`config.mk`:
```
export PLATFORM = sky130hd
export DESIGN_NAME = play_scheduler
export DESIGN_NICKNAME = d
export VERILOG_FILES = /design/src/rtl/piano_pkg.sv /design/src/rtl/beat_timer.sv /design/src/rtl/play_scheduler.sv
export SDC_FILE = /design/constraint.sdc
export NUM_CORES = 1
export LEC_CHECK = 0
export ABC_AREA = 1
export CORE_MARGIN = 3
export CORE_UTILIZATION = 44
export DETAILED_ROUTE_END_ITERATION = 6
export PLACE_DENSITY = 0.84
export REMOVE_ABC_BUFFERS = 1
export SYNTH_ARGS = -nofsm -noshare
export SYNTH_HDL_FRONTEND = slang
export SYNTH_HIERARCHICAL = 1
export SYNTH_SLANG_ARGS = --single-unit
```
`constraint.sdc`:
```
create_clock -name clk -period 1.7 [get_ports clk]
set_clock_uncertainty 0.2 [all_clocks]
set_input_delay 0.34 -clock clk [delete_from_list [all_inputs] [get_ports clk]]
set_output_delay 0.34 -clock clk [all_outputs]
set_load 0.03 [all_outputs]
```
`src/rtl/piano_pkg.sv`:
```
// Shared types and helpers for the piano playback path.
// Holds the mode encoding, bus widths and the beat length rule.
package piano_pkg;

  typedef enum logic [1:0] {
    IDLE   = 2'b00,
    MANUAL = 2'b01,
    AUTO   = 2'b10,
    PAUSE  = 2'b11
  } mode_e;

  localparam int NOTE_W = 8;
  localparam int SONG_W = 2;

  function automatic int beat_len(
    input logic [2:0] speed,
    input int         unit
  );
    return unit * (8 - int'(speed));
  endfunction

endpackage

```
`src/rtl/beat_timer.sv`:
```
// Beat counter: owns the latched speed and the wrap at each beat.
// Clear loads the current speed so a fresh start uses the live setting.
module beat_timer #(
  parameter  int BEAT_UNIT = 4,
  localparam int CNT_W     = $clog2(8 * BEAT_UNIT)
) (
  input  logic             clk,
  input  logic             rst_n,
  input  logic             run_i,
  input  logic             clear_i,
  input  logic [2:0]       speed_i,
  output logic             beat_o,
  output logic [CNT_W-1:0] cnt_o
);
  import piano_pkg::*;

  logic [CNT_W-1:0] cnt_q, cnt_d, last;
  logic [2:0]       spd_q, spd_d;

  assign last   = CNT_W'(beat_len(spd_q, BEAT_UNIT) - 1);
  assign beat_o = run_i && (cnt_q == last);
  assign cnt_o  = cnt_q;

  always_comb begin
    cnt_d = cnt_q;
    spd_d = spd_q;
    if (clear_i) begin
      cnt_d = '0;
      spd_d = speed_i;
    end else if (run_i) begin
      if (cnt_q == last) begin
        cnt_d = '0;
        spd_d = speed_i;
      end else begin
        cnt_d = cnt_q + CNT_W'(1);
      end
    end
  end

  always_ff @(posedge clk) begin
    if (!rst_n) begin
      cnt_q <= '0;
      spd_q <= '0;
    end else begin
      cnt_q <= cnt_d;
      spd_q <= spd_d;
    end
  end

endmodule

```
`src/rtl/play_scheduler.sv`:
```
// Mode FSM sharing the tone path between live keys and autoplay.
// Drives song select, player enable, beat tick and the note mux.
module play_scheduler #(
  parameter int BEAT_UNIT = 4
) (
  input  logic       clk,
  input  logic       rst_n,
  input  logic [7:0] key,
  input  logic       play_btn,
  input  logic       stop_btn,
  input  logic [1:0] song_sel,
  input  logic [2:0] speed,
  input  logic [7:0] song_note,
  input  logic       song_end,
  output logic       counterE,
  output logic [1:0] pro,
  output logic       beat,
  output logic [7:0] note_out,
  output logic [1:0] mode
);
  import piano_pkg::*;

  mode_e              mode_q, mode_d;
  logic               ce_q, ce_d;
  logic [SONG_W-1:0]  pro_q, pro_d;
  logic [NOTE_W-1:0]  note_q, note_d, man;
  logic               clr, restart;

  // Lowest set key bit wins
  assign man = key & (~key + NOTE_W'(1));

  always_comb begin
    mode_d  = mode_q;
    pro_d   = pro_q;
    clr     = 1'b0;
    restart = 1'b0;
    unique case (mode_q)
      IDLE: begin
        if (|key) begin
          mode_d = MANUAL;
        end else if (play_btn) begin
          mode_d = AUTO;
          pro_d  = song_sel;
          clr    = 1'b1;
        end
      end
      MANUAL: begin
        if (!(|key)) mode_d = IDLE;
      end
      AUTO: begin
        if (stop_btn || song_end) begin
          mode_d = IDLE;
          clr    = 1'b1;
        end else if (play_btn) begin
          pro_d   = song_sel;
          clr     = 1'b1;
          restart = 1'b1;
        end else if (|key) begin
          mode_d = PAUSE;
        end
      end
      PAUSE: begin
        if (stop_btn) begin
          mode_d = IDLE;
          clr    = 1'b1;
        end else if (!(|key)) begin
          mode_d = AUTO;
        end
      end
      default: mode_d = IDLE;
    endcase

    ce_d = (mode_d == AUTO) && !restart;

    unique case (mode_d)
      MANUAL,
      PAUSE:   note_d = man;
      AUTO:    note_d = song_note;
      default: note_d = '0;
    endcase
  end

  always_ff @(posedge clk) begin
    if (!rst_n) begin
      mode_q <= IDLE;
      ce_q   <= 1'b0;
      pro_q  <= '0;
      note_q <= '0;
    end else begin
      mode_q <= mode_d;
      ce_q   <= ce_d;
      pro_q  <= pro_d;
      note_q <= note_d;
    end
  end

  beat_timer #(
    .BEAT_UNIT(BEAT_UNIT)
  ) u_beat (
    .clk    (clk),
    .rst_n  (rst_n),
    .run_i  (mode_q == AUTO),
    .clear_i(clr),
    .speed_i(speed),
    .beat_o (beat),
    .cnt_o  ()
  );

  assign counterE = ce_q;
  assign pro      = pro_q;
  assign note_out = note_q;
  assign mode     = mode_q;

endmodule
```
### Word-level counts from Yosys, hierarchy flattened

Index checks and enable logic that the tools add are counted.

| storage, ports and cells | value |
|---|---|
| flip-flop bits (word level) | 21 |
| input port bits | 26 |
| output and inout port bits | 14 |
| logic and storage cells | 60 |

| cells by class | value |
|---|---|
| $add $sub $neg | 4 |
| equality and inequality tests | 9 |
| multiplexer cells | 25 |
| bitwise gates (word level) | 3 |
| reduce and logical (&&, ||, !) cells | 13 |

Operators with widths:

| cell | count |
|---|---|
| 2-bit two-way mux | 11 |
| 8-bit case mux with 2 select lines | 1 |
| 3-bit two-way mux | 3 |
| 8-bit by 1-bit adder with 8-bit output (second input constant) | 1 |
| 8-bit AND | 1 |
| 2-bit equality test (second input constant) | 4 |
| 8-bit NOT | 1 |
| 2-bit case mux with 4 select lines | 1 |
| 8-bit OR reduction | 1 |
| 1-bit two-way mux | 6 |
| 2-bit nonzero test | 3 |
| 5-bit by 1-bit adder with 5-bit output (second input constant) | 1 |
| 5-bit equality test | 1 |
| 5-bit two-way mux | 1 |
| 5-bit by 2-bit subtractor with 5-bit output (second input constant) | 1 |
| 2-bit by 1-bit equality test with 1-bit output (second input constant) | 2 |
| 2-bit inequality test (second input constant) | 2 |
| 2-bit case mux with 2 select lines | 1 |
| 2-bit OR reduction | 2 |
| 1-bit case mux with 3 select lines | 1 |
| 3-bit AND reduction | 1 |
| 1-bit by 3-bit subtractor with 3-bit output (first input constant) | 1 |
| 1-bit logical AND | 2 |
| 2-bit logical NOT | 1 |
| other kinds (4) | 4 |

### Longest topological paths before layout

Gate-level depths: netlist (run 1).

| logic depth | value |
|---|---|
| depth after elaboration | 8 |
| depth in mapped cells | 11 |
| depth with buffers taken out | 11 |

### By module

The synthesis (run 1) kept the hierarchy.

By module, submodules not included:

| module | instances | cells an instance | area each (um2) |
|---|---|---|---|
| play_scheduler | 1 | 92 | 689.4 |
| beat_timer | 1 | 67 | 450.4 |

### Worst setup path before layout (run 1)

No wires, ideal clock.

| timing | value |
|---|---|
| path kind | register to output |
| start point | register mode_q[1], in the netlist mode[1] |
| end point | output beat |
| arrival time | 1.389 ns |
| data required time | 1.160 ns |
| path slack | -0.229 ns |
| stages on the path, launching flop included | 7 |
| path buffers | 0 |
| cells stage by stage | dfxtp_1 > inv_2 > nor2_4 > nand3_1 > nor2_2 > nand3_4 > inv_1 |

| between the ends | value |
|---|---|
| cells in the longest elaborated chain, start to end | 2 |

RTL lines:

| element | line | source |
|---|---|---|
| start: declaration | play_scheduler.sv:23 | `mode_e mode_q, mode_d;` |
| start signal: assignment | play_scheduler.sv:90 | `mode_q <= mode_d;` |
| 2-bit equality test | play_scheduler.sv:102 | `.run_i (mode_q == AUTO),` |
| 1-bit logical AND | beat_timer.sv:21 | `assign beat_o = run_i && (cnt_q == last);` |
| end: declaration | play_scheduler.sv:17 | `output logic beat,` |

Every way passes these cells.

### Final worst setup path (run 1)

| timing | value |
|---|---|
| start point | register u_beat.spd_q[0] |
| end point | output beat |

| between the ends | value |
|---|---|
| cells in the longest elaborated chain, start to end | 4 |

RTL lines:

| element | line | source |
|---|---|---|
| start: declaration | beat_timer.sv:18 | `logic [2:0] spd_q, spd_d;` |
| start signal: assignment | beat_timer.sv:46 | `spd_q <= spd_d;` |
| 1-bit by 3-bit subtractor with 3-bit output | piano_pkg.sv:19 | `return unit * (8 - int'(speed));` |
| 5-bit by 2-bit subtractor with 5-bit output | beat_timer.sv:20 | `assign last = CNT_W'(beat_len(spd_q, BEAT_UNIT) - 1);` |
| 5-bit equality test | beat_timer.sv:21 |  |
| 1-bit logical AND | beat_timer.sv:21 |  |

Every way passes these cells.

==> results of run 1 <==
-- tightest hold or removal path: cells and delay by family --
kind | cells | cell delay, ns
AOI/OAI and AO/OA | 1 | 0.06
and+or+nand+nor | 1 | 0.12
buffers and inverters | 1 | 0.15
-- worst max-delay path by stage --
stage / end / slack, ns / depth (start not counted)
finish: beat / -0.28 / 8
CTS: beat / -0.28 / 9
detailed placement: u_beat/spd_q[2] / -0.43 / 9
global route: beat / -0.36 / 9
floorplan: beat / -0.23 / 6
global placement: u_beat/spd_q[1] / -0.37 / 9
-- cell usage in the layout, fill, tap and decap left out, drive strengths merged --
cell and count:
a21oi 16, buf 25, clkbuf 5, clkdlybuf4s50 18
dfxtp 21, dlygate4sd2 11, dlymetal6s2s 7, ha 2
inv 27, mux2i 1, nand2 32, nand3 23
nand4 5, nor2 22, nor3 5, o21ai 3
o31ai 1
-- flip-flops by register name, indices dropped and copies added (netlist names) --
register / count
u_beat/spd_q: 3
u_beat/cnt_o: 5
counterE: 1
note_out: 8
mode: 2
pro: 2
-- final cells by class --
cell class / count / area [um^2] / share of cell area (%)
Timing Repair Buffer: 62 / 560.5 / 29.67
Tap cell: 28 / 35.03 / 1.854
Inverter: 27 / 101.3 / 5.364
Multi-Input combinational cell: 110 / 740.7 / 39.21
Sequential cell: 21 / 425.4 / 22.52
Clock buffer: 4 / 26.28 / 1.391
-- per-layer routing --
metal  global-route usage [%]  part of all wire [%]  vias to the layer above
met3                    5.057                   5.5                        6
met4                    8.609                  0.94                        0
met1                    18.61                    37                      634
met5                        0                     0                        -
met2                    39.48                    56                       51
li1                         -                     -                      647
-- stage by stage --
stage	setup TNS [ns]	util (%)
after floorplan	-0.6337	-
after global placement	-5.191	71.98
after detailed placement	-6.319	71.98
after CTS	-0.2819	75.51
after global routing	-0.5190	80.75
final	-0.2818	80.75
-- cell families (layout without fill, tap and decap cells) --
| logic type | after synthesis | count (layout) |
|---|---|---|
| adder cells (fa/ha/maj) | 2 | 2 |
| AND/OR/NAND/NOR | 87 | 87 |
| buffers and inverters | 28 | 93 |
| AO/OA/AOI/OAI | 20 | 20 |
| multiplexers | 1 | 1 |
| flip-flops | 21 | 21 |
-- power by group --
group / leakage (nW) / switching [mW] / total (mW) / internal (mW)
logic: 0.726 / 0.0795 / 0.166 / 0.0866
registers: 0.172 / 0.00463 / 0.504 / 0.499
clock network: 0.0150 / 0.155 / 0.247 / 0.0916
total: 0.913 / 0.239 / 0.916 / 0.677
-- what timing repair did --
item | CTS | global route
cloned | 0 | 0
pin swaps | 5 | 9
gates resized for setup | 27 | 31
buffers inserted | 4 | 3
setup endpoints to repair | 25 | 20
==> flow_summary.ini, run 1 <==
[status]
status = finished with violations
failed_checks = negative setup slack

[pwr]
p_leak_nw = 0.9126
ir_worst_vdd_mv = 0.5119
power_mw = 0.9164
p_per_area_nw_per_um2 = 485.0

[worst_setup_path]
crit_fanout = 2
path_class = reg2out
cp.arrival_ns = 1.44
r2r-end = u_beat/cnt_o[2]
cpMaxStageDelayCell = dfxtp_2
crit_start = u_beat/spd_q[0]
worstPathRequired_ns = 1.16
path_delay_family = buffers and inverters
cpMostUsedCell = buf_4
crit_chain = buf_4 -> buf_4 -> nand2_1 -> nand3_2 -> nor2_4 -> nand3_4 -> inv_2 -> buf_6
slowest_delay_ns = 0.34
rr_worst_depth = 11
reg2reg_slack_ns = 0.03
cp-start-kind = register
path_buf_inv = 4
endpoint_kind = output pin
reg2reg_from = u_beat/spd_q[0]

[yosys]
synth_commonest_cells = nand2_1 (24), inv_1 (23), dfxtp_1 (21)
async_reset_ff_share_pct = 0
avgSynthCellArea_um2 = 7.169
synth.top_cell.area_share_pct = 36.88
synth_edf_count = 0
muxShareOfSynthArea_pct = 0.8782
synth_top_family_by_area = simple AND/OR/NAND/NOR gates
yosysMostFrequentCell = nand2_1
ys_seq_area_share_pct = 36.88
synthAdderAreaFrac_pct = 2.195
yosysWarnings = 6
synth_cell_types = 22
synth-simple-area-share_pct = 41.16
synth_compound_area_share_pct = 9.660
synth_xor_area_share_pct = 0
synthFlopType = dfxtp_1
yosys.area.top_type = dfxtp_1
ys_ff_latch = 21
synth_area_um2 = 1140
ys_top_cells_by_area = dfxtp_1 (37%), nand3_1 (8.8%), nand2_1 (7.9%)
synthCells = 159

[clock_tree]
clock_path_buffers = 2
path_clk_slew_ns = 0.12
cts_hold_buf = 0
cts_buffers = 3
worst_skew_pair.late_latency_ns = 0.31
h-tree-depth = 1
tritoncts = done
clkSinkCount = 21
root_buffer = clkbuf_4

[timing]
period_minus_slack_ns = 1.982
max_slew_margin_pct = 78.85
setup_viol = 1
min_period_over_period_pct = 116.6
hold_viol_final = 0
rsz0062_at_grt = true
hold_slack_ns = 0.1989
fmax_mhz = 504.6
setup_ws_ns = -0.2818
drv_slew = 0
worst_slew_pin_slew_ns = 0.3172

[routing]
wl_um = 3709
dr.first_iter.drc_count = 49
wl_per_cell_um = 14.72
route.detailed.drc = 0
antenna_left = 0
vias = 1338
firstDrtPassIters = 4
avgViaCountPerCell = 5.310

[global_route]
grt_pass1_vias = 1326
grt_max_degree = 12
grt_pass1_wl_um = 5126
grtUsageTotal_pct = 19.94
gr-total-overflow = 0
antenna_found_initial = 0

[cells_and_area]
diodes = 0
layoutNonFillerInstCount = 252
final_area_um2 = 1889
drive_gt1_share_pct = 37.50
nets = 253
syn2layout_area_growth_pct = 65.75
nFillCells = 142

[floorplanning]
die_area_um2 = 3237
fp.dieH_um = 56.90
row_count = 17
die_w_um = 56.90
boundaryPins = 40
core_um2 = 2340
start_util_pct = 48.72

[worst_hold_path]
hold_depth = 3
whs_endpoint = note_out[3]
hold_class = in2reg
hold_start = key[3]

[place]
dp_slack_ns = -0.4311
placed_cells = 242
portBuffers = 39
place_area_um2 = 1684
dp_hpwl_um = 2394
place.gp.congestion = 0.8285

[job]
drv_cap = 0
No activity file was read; power rests on OpenSTA's default activity.
==> run 2, diff against run 1 <==
CORE_MARGIN = 5   (was 3)
CORE_UTILIZATION = 45   (was 44)
PLACE_DENSITY = 0.86   (was 0.84)
clock period = 2.29 ns   (was 1.7 ns; I/O delays follow)
==> run 2 against run 1 <==
Against the previous run: the flow now finishes without violations; non-clock buffer count down 18; utilization down 14 points; sequential power down 26%; setup slack better by 0.38 ns; sequential cell count unchanged; die area up 12%; highest routed layer unchanged.
==> flow_summary.ini, run 2 (synthesized netlist as in run 1, its figures left out) <==
[status]
status = finished, final reports clean

[worst_setup_path]
worstPathRequired_ns = 1.63
crit_fanout = 5
reg2reg_slack_ns = 0.50
reg2reg_from = mode[1]
path_delay_family = buffers and inverters
cp-start-kind = register
slowest_delay_ns = 0.74
r2r-end = u_beat/cnt_o[3]
cpMaxStageDelayCell = clkdlybuf4s50_1
rr_worst_depth = 11
path_class = reg2out
path_buf_inv = 1
cp.arrival_ns = 1.54
endpoint_kind = output pin
crit_chain = clkdlybuf4s50_1

[worst_hold_path]
whs_endpoint = pro[0]
hold_start = pro[0]
hold_class = reg2reg
hold_depth = 2

[clock_tree]
path_clk_slew_ns = 0.11
cts_buffers = 3
h-tree-depth = 1
clkSinkCount = 21
tritoncts = done
root_buffer = clkbuf_4
clock_path_buffers = 2
cts_hold_buf = 0
worst_skew_pair.late_latency_ns = 0.30

[cells_and_area]
layout_commonest_cell = clkdlybuf4s50_1
diodes = 0
largest_reg_flops = 8
drive_gt1_share_pct = 17.96
syn2layout_area_growth_pct = 44.79
final_cell_mix = clkdlybuf4s50_1 (38), inv_1 (23), nand2_1 (23)
layoutNonFillerInstCount = 236
fin_util_pct = 67.23
nets = 235
final_area_um2 = 1650

[place]
portBuffers = 39
place_area_um2 = 1577
placed_cells = 229
dp_hpwl_um = 2367
place.gp.congestion = 0.9508

[timing]
rsz0062_at_grt = false
min_period_over_period_pct = 95.85
worst_slew_pin_slew_ns = 0.4045
setup_viol = 0
fin_setup_tns_ns = 0
max_slew_margin_pct = 73.00
drv_slew = 0
hold_viol_final = 0
period_minus_slack_ns = 2.195
fmax_mhz = 455.6

[floorplanning]
fp.dieH_um = 60.33
core_um2 = 2455
die_w_um = 60.33
boundaryPins = 40
die_area_um2 = 3640
row_count = 18
start_util_pct = 46.43

[pwr]
ir_worst_vdd_mv = 0.4341
p_per_area_nw_per_um2 = 397.7
p_leak_nw = 0.7038
power_mw = 0.6564

[routing]
wl_um = 2893
wl_per_cell_um = 12.26
avgViaCountPerCell = 5.055
dr.first_iter.drc_count = 27
route.detailed.drc = 0
antenna_left = 0
vias = 1193
firstDrtPassIters = 4

[global_route]
grt_pass1_vias = 1183
gr-total-overflow = 0
grt_pass1_wl_um = 4885
grtUsageTotal_pct = 17.51
grt_max_degree = 12
antenna_found_initial = 0

[job]
drv_cap = 0
run 2: cell count changes in the layout (fill, tap and decap cells not counted), moves of 6 or more:
| cell | before | now |
|---|---|---|
| nand3_1 | 12 | 19 |
| inv_2 | 10 | 4 |
| dlygate4sd2_1 | 11 | 0 |
| nand3_2 | 9 | 3 |
| inv_1 | 17 | 23 |
| buf_4 | 24 | 5 |
| clkdlybuf4s50_1 | 18 | 38 |
| dlymetal6s2s_1 | 7 | 0 |
run 2: worst min-delay path: stages, from the launching register on:
cell and delay, ns:
dfxtp_1 0.33, nand2_1 0.06, a21oi_1 0.05
run 2: per-layer routing:
layer | up-vias | share of wire, % | track usage, %
met5 | - | 0 | 0
met4 | 0 | 0.83 | 5.380
met3 | 2 | 7.1 | 5.319
met2 | 43 | 55 | 32.87
met1 | 540 | 37 | 18.60
li1 | 608 | - | -
run 2: worst max path at each step:
stage	slack, ns	depth (start not counted)	endpoint	startpoint
after floorplan	0.24	6	beat	mode[1]
after global placement	0.08	9	u_beat/spd_q[1]	key[4]
after detailed placement	-0.03	9	u_beat/spd_q[2]	key[1]
after CTS	0.06	9	beat	u_beat/spd_q[0]
after global routing	0.01	9	beat	u_beat/spd_q[0]
final	0.1	1	mode[0]	mode[0]
run 2: where the power goes:
group	switching, mW	internal (mW)	total, mW
Clock	0.109	0.0679	0.177
Sequential	0.00363	0.370	0.374
Combinational	0.0481	0.0574	0.105
Total	0.161	0.495	0.656
run 2: layout make-up:
cell class / instances / area (um^2)
multi-input cells: 110 / 634.4
inverters: 27 / 101.3
well taps: 30 / 37.54
fillers: 213 / 804.5
flip-flops and latches: 21 / 421.7
clock buffers: 4 / 26.28
repair buffers: 44 / 429.2
run 2: stage by stage:
stage	hold slack, ns	setup slack, ns
after detailed placement	0.2705	-0.03103
after global routing	0.3028	0.01404
final	0.2756	0.09506
after CTS	0.2854	0.05680
after global placement	0.2508	0.07840
after floorplan	0.2635	0.2428
run 2: repair_timing:
item,in CTS,in global routing
gates cloned,0,0
buffers inserted,2,1
pin swaps,2,1
resized for setup,1,4
setup endpoints to repair,1,1
